--- config.mk ---
export PLATFORM = sky130hd
export DESIGN_NAME = pc_fetch_unit
export DESIGN_NICKNAME = d
export VERILOG_FILES = /design/src/rtl/fetch_pkg.sv /design/src/rtl/fetch_fifo.sv /design/src/rtl/pc_fetch_unit.sv
export SDC_FILE = /design/constraint.sdc
export NUM_CORES = 1
export LEC_CHECK = 0
export ABC_AREA = 1
export ABC_CLOCK_PERIOD_IN_PS = 12600
export BUFFER_PORTS_ARGS = -buffer_cell sky130_fd_sc_hd__buf_2
export CORE_MARGIN = 5
export CORE_UTILIZATION = 50
export CTS_CLUSTER_DIAMETER = 120
export DETAILED_ROUTE_END_ITERATION = 12
export HOLD_SLACK_MARGIN = 0.06
export PLACE_DENSITY = 0.7
export SYNTH_ARGS = -nofsm -noshare
export SYNTH_HDL_FRONTEND = slang
export SYNTH_HIERARCHICAL = 1
export SYNTH_SLANG_ARGS = --single-unit
--- constraint.sdc ---
create_clock -name clk -period 12.6 [get_ports clk]
set_clock_uncertainty 0.15 [all_clocks]
set_input_delay 0.63 -clock clk [delete_from_list [all_inputs] [get_ports clk]]
set_output_delay 0.63 -clock clk [all_outputs]
set_load 0.005 [all_outputs]
--- src/rtl/fetch_pkg.sv ---
// Shared types and defaults for the instruction fetch unit.
package fetch_pkg;

    typedef logic [31:0] addr_t;

    typedef enum logic [1:0] {
        BOOT  = 2'd0,
        RUN   = 2'd1,
        FLUSH = 2'd2
    } state_t;

    localparam int unsigned PC_STEP_DEFAULT = 4;

    function automatic addr_t next_pc(input addr_t pc, input int unsigned step);
        return pc + addr_t'(step);
    endfunction

endpackage

--- src/rtl/fetch_fifo.sv ---
// Small power-of-two FIFO with synchronous clear, used for the instruction
// buffer and the in-order request PC queue.
module fetch_fifo #(
    parameter int unsigned DEPTH = 2,
    parameter int unsigned WIDTH = 32
) (
    input  logic                   clk,
    input  logic                   reset,
    input  logic                   clear,
    input  logic                   push,
    input  logic                   pop,
    input  logic [WIDTH-1:0]       wdata,
    output logic [WIDTH-1:0]       rdata,
    output logic                   full,
    output logic                   empty,
    output logic [$clog2(DEPTH):0] count
);
    localparam int unsigned AW = $clog2(DEPTH);
    localparam int unsigned CW = AW + 1;

    logic [WIDTH-1:0] mem [DEPTH];
    logic [AW-1:0]    wptr;
    logic [AW-1:0]    rptr;
    logic             do_push;
    logic             do_pop;

    assign empty   = (count == '0);
    assign full    = (count == CW'(DEPTH));
    assign do_pop  = pop & ~empty;
    assign do_push = push & (~full | do_pop);
    // Head reads as zero while empty so downstream data is clean without a valid.
    assign rdata   = empty ? '0 : mem[rptr];

    always_ff @(posedge clk or posedge reset) begin
        if (reset) begin
            wptr  <= '0;
            rptr  <= '0;
            count <= '0;
        end else if (clear) begin
            wptr  <= '0;
            rptr  <= '0;
            count <= '0;
        end else begin
            if (do_push) wptr <= wptr + AW'(1);
            if (do_pop)  rptr <= rptr + AW'(1);
            count <= count + CW'(do_push) - CW'(do_pop);
        end
    end

    always_ff @(posedge clk) begin
        if (do_push && !clear) mem[wptr] <= wdata;
    end

endmodule

--- src/rtl/pc_fetch_unit.sv ---
// Instruction fetch unit: PC sequencing, credit-limited memory requests and
// a redirect flush. Define FETCH_PERF_EN to add the perf counter outputs.
module pc_fetch_unit
    import fetch_pkg::*;
#(
    parameter addr_t       RESET_PC  = 32'h0000_0000,
    parameter int unsigned PC_STEP   = PC_STEP_DEFAULT,
    parameter int unsigned BUF_DEPTH = 2
) (
    input  logic        clk,
    input  logic        reset,
    input  logic        redirect_valid,
    input  logic [31:0] redirect_pc,
    output logic        imem_req_valid,
    input  logic        imem_req_ready,
    output logic [31:0] imem_req_addr,
    input  logic        imem_rsp_valid,
    input  logic [31:0] imem_rsp_data,
    output logic        inst_valid,
    input  logic        inst_ready,
    output logic [31:0] inst_data,
    output logic [31:0] inst_pc
`ifdef FETCH_PERF_EN
    ,
    output logic [31:0] perf_fetched,
    output logic [31:0] perf_redirects
`endif
);
    localparam int unsigned CW = $clog2(BUF_DEPTH) + 1;
    localparam int unsigned SW = CW + 1;

    state_t        state;
    state_t        state_next;
    addr_t         fetch_pc;
    addr_t         pcq_head;
    logic [CW-1:0] stale;
    logic [CW-1:0] stale_next;
    logic [CW-1:0] buf_count;
    logic [CW-1:0] pcq_count;
    logic [63:0]   buf_head;
    logic          buf_full, buf_empty, pcq_full, pcq_empty;
    logic          in_run, in_flush, redirect, credit, req_fire;
    logic          run_rsp, flush_rsp, buf_push, buf_pop, pcq_push;
    logic          unused_flags;

    assign in_run   = (state == RUN);
    assign in_flush = (state == FLUSH);
    assign redirect = redirect_valid & (in_run | in_flush);
    // In RUN the PC queue depth equals the number of live outstanding requests.
    assign credit   = ({1'b0, buf_count} + {1'b0, pcq_count}) < SW'(BUF_DEPTH);

    assign imem_req_valid = in_run & credit;
    assign imem_req_addr  = fetch_pc;
    assign req_fire       = imem_req_valid & imem_req_ready;

    assign run_rsp   = in_run & imem_rsp_valid & ~pcq_empty;
    assign flush_rsp = in_flush & imem_rsp_valid & (stale != '0);
    assign buf_push  = run_rsp & ~redirect;
    assign buf_pop   = inst_valid & inst_ready & ~redirect;
    assign pcq_push  = req_fire & ~redirect;

    assign inst_valid   = ~buf_empty;
    assign inst_pc      = buf_head[63:32];
    assign inst_data    = buf_head[31:0];
    assign unused_flags = buf_full | pcq_full;

    fetch_fifo #(.DEPTH(BUF_DEPTH), .WIDTH(64)) u_inst_buf (
        .clk   (clk),
        .reset (reset),
        .clear (redirect),
        .push  (buf_push),
        .pop   (buf_pop),
        .wdata ({pcq_head, imem_rsp_data}),
        .rdata (buf_head),
        .full  (buf_full),
        .empty (buf_empty),
        .count (buf_count)
    );

    fetch_fifo #(.DEPTH(BUF_DEPTH), .WIDTH(32)) u_pc_queue (
        .clk   (clk),
        .reset (reset),
        .clear (redirect),
        .push  (pcq_push),
        .pop   (buf_push),
        .wdata (fetch_pc),
        .rdata (pcq_head),
        .full  (pcq_full),
        .empty (pcq_empty),
        .count (pcq_count)
    );

    always_comb begin
        state_next = state;
        stale_next = stale;
        unique case (state)
            BOOT: state_next = RUN;
            RUN: begin
                // A request granted in the redirect cycle is already stale; a response in it is dropped.
                if (redirect) begin
                    stale_next = pcq_count + CW'(req_fire) - CW'(run_rsp);
                    state_next = (stale_next != '0) ? FLUSH : RUN;
                end
            end
            FLUSH: begin
                stale_next = stale - CW'(flush_rsp);
                if (stale_next == '0) state_next = RUN;
            end
            default: state_next = BOOT;
        endcase
    end

    always_ff @(posedge clk or posedge reset) begin
        if (reset) begin
            state    <= BOOT;
            stale    <= '0;
            fetch_pc <= RESET_PC;
        end else begin
            state <= state_next;
            stale <= stale_next;
            if (redirect)      fetch_pc <= redirect_pc;
            else if (req_fire) fetch_pc <= next_pc(fetch_pc, PC_STEP);
        end
    end

`ifdef FETCH_PERF_EN
    always_ff @(posedge clk or posedge reset) begin
        if (reset) begin
            perf_fetched   <= '0;
            perf_redirects <= '0;
        end else begin
            if (buf_pop && perf_fetched != '1)    perf_fetched   <= perf_fetched + 32'd1;
            if (redirect && perf_redirects != '1) perf_redirects <= perf_redirects + 32'd1;
        end
    end
`endif

endmodule

==> summary.md <==
| Metric | Value |
|---|---|
| Final-report max-slew violation count | `0` |
| Area of the multi-input gates | `0.00334 mm²` |
| CP Max Fanout | `64` |
| Max Cap Viol | `0` |
| Clock latency on the worst-skew pair | `0.51 ns` |
| Vias per Instance | `5.03` |
| Met2 wire length | `10300 µm` |
| I/O Pins | `168` |
| Post-route clock period utilization | `0.254` |
| Final GP Congestion | `0.881` |
| Clock Sinks | `236` |
| Max incr delay on CP | `0.68 ns` |
| Pleak | `0.00513 µW` |
| Final net count | `1263` |
| Worst vdd ir | `0.194 mV` |
| DR DRC count | `0` |
| GR Overflow Total | `0` |
| Met1 WL | `10500 µm` |
| First-pass iteration count of the detailed router | `5` |
| CTS Buf Count | `24` |
| Synth Cell Area | `0.0109 mm²` |
| Final antenna-violating net count | `0` |
| CTS tree | `yes` |
| Critical path's top delay family | `buffers and inverters` |
| Cells after Synth | `1017` |
| CP max stage cell | `buf_4` |
| WP buf/inv | `3` |
| Hpwl dp | `15400 µm` |
| Period minus WS final | `3.20 ns` |
| Avg WL per Cell | `15.6 µm` |
| # diodes | `0` |
| Register area | `0.00687 mm²` |
| RSZ-0062 raised after global routing | `false` |
| Final number of hold-violating endpoints | `0` |
| # fillers | `1819` |
| CTS Buffer Depth | `3` |
| Min-delay worst type | `input port to flop` |
| PD cells | `226 mW/mm²` |
| Worst EP arrival | `3.17 ns` |
| Worst Setup End Kind | `flop` |
| Synth Net Count | `1098` |
| Critical path cell sequence | `inv_1 -> ha_1 -> nand2_1 -> inv_2 -> nor2_1 -> nand3b_1 -> nand2_1 -> nor3_2 -> buf_4` |
| Top Metal Used | `met4` |
| Slew margin rel. | `0.237` |
| Via count | `7435` |
| I/O Buffers | `167` |
| Area of the core | `0.0216 mm²` |
| Row count | `54` |
| Largest net degree at the start of global routing | `66` |
| Endpoints failing setup | `0` |
| CP required | `12.57 ns` |
| Status | `finished, final reports clean` |
| Die Area | `0.0248 mm²` |
| Drt total wl | `23100 µm` |
| Root buffer cell | `clkbuf_16` |
| CP Class | `flop to flop` |
| Slew @ Worst Pin | `1.15 ns` |
| Initial antenna violation count | `0` |
| Worst hold-check slack | `0.161 ns` |
| Chip Width | `157 µm` |
| Tot GR Track Use | `0.185` |
| WL met3 | `1800 µm` |
| Clock transition at path regs | `0.06 ns` |
| 1st-iter DRT viols | `432` |
| Setup Buffers After CTS | `0` |
| Die Span Y | `157 µm` |
| CTS H-tree depth | `1` |
| Yosys warning count | `6` |
| Mean Syn Cell Area | `10.7 µm²` |
| TNS Setup | `0 ns` |
| Share of layout cells above drive strength 1 | `0.276` |
| Crit-path most repeated cell | `nand2_1` |
| Fmax | `312 MHz` |
| P&R area growth vs syn | `15.6%` |
| First-pass GRT wire length | `36600 µm` |
| Initial Util | `0.502` |
| Vias in the first global route | `7086` |
| Type of origin of the critical path | `flop` |
[power breakdown]
| part | total [µW] | leakage [µW] | internal, µW | switching (µW) |
|---|---|---|---|---|
| clock | 684 | 0.000366 | 404 | 280 |
| combinational | 971 | 0.00246 | 332 | 639 |
| sequential | 1180 | 0.00230 | 1030 | 150 |
[worst reg2reg max path: stages (launching register included)]
cell and delay [ns]:
dfrtp_1 0.39, inv_1 0.08, ha_1 0.29, nand2_1 0.16, inv_2 0.31, nor2_1 0.32, nand3b_1 0.17, nand2_1 0.11
nor3_2 0.12, buf_4 0.68
[cell type report]
| class | instances | share of cell area |
|---|---|---|
| Tap cell | 280 | 0.0279 |
| Clock inverter | 12 | 0.00907 |
| Timing Repair Buffer | 178 | 0.0734 |
| Clock buffer | 31 | 0.0516 |
| Multi-Input combinational cell | 661 | 0.266 |
| Inverter | 81 | 0.0248 |
| Sequential cell | 236 | 0.547 |
[flip-flops by register name (all words and copies together) (netlist names)]
register / cells
u_pc_queue/count: 2
imem_req_addr: 32
u_inst_buf/count: 2
u_inst_buf/mem: 128
u_pc_queue/wptr: 1
state: 2
u_pc_queue/mem: 64
u_pc_queue/rptr: 1
u_inst_buf/rptr: 1
u_inst_buf/wptr: 1
stale: 2
[final timing paths]
kind,startpoint,to,slack [ns],cells after the start
hold / removal,imem_rsp_data[25],u_inst_buf/mem[1][25],0.16,1
min in group asynchronous,reset,u_inst_buf/count[1],0.42,3
hold reg to reg,u_pc_queue/wptr,u_pc_queue/wptr,0.35,2
max in group asynchronous,reset,imem_req_addr[8],11.27,4
setup / recovery,state[0],u_inst_buf/mem[1][57],9.40,9
setup reg to reg,state[0],u_inst_buf/mem[1][57],9.40,9
[what timing repair did]
item / CTS / global route
resized for setup: 0 / 0
hold buffers: 1 / 0
hold endpoints to repair: 8 / 0
[layout by cell type (no fill, tap or decap), drive strengths merged, types with 5 or more instances in the layout]
cell / instances
nand2: 386
edfxtp: 192
buf: 177
a21oi: 99
inv: 82
nor2: 57
nand3: 53
dfrtp: 44
clkbuf: 31
o21ai: 22
ha: 10
clkinv: 7
o21bai: 6
nor3: 5
[metal layers]
metal,vias up,track usage
met3,29,0.0335
met5,-,0
met1,3435,0.264
met2,257,0.294
li1,3714,-
met4,0,0.0488
[stage by stage]
| step | util | area (µm²) | power [µW] | std cells | setup slack (ns) |
|---|---|---|---|---|---|
| final | 0.581 | 12600 | 2830 | 1479 | 9.40 |
| after global routing | 0.581 | 12600 | 3020 | 1479 | 9.10 |
| after CTS | 0.581 | 12600 | 2860 | 1479 | 9.36 |
| after detailed placement | 0.545 | 11800 | 2170 | 1435 | 9.38 |
| after global placement | 0.545 | 11800 | 2150 | 1435 | 9.50 |
| after floorplan | - | 10900 | 1880 | 1017 | 5.60 |
No activity file was read; power rests on OpenSTA's default activity.
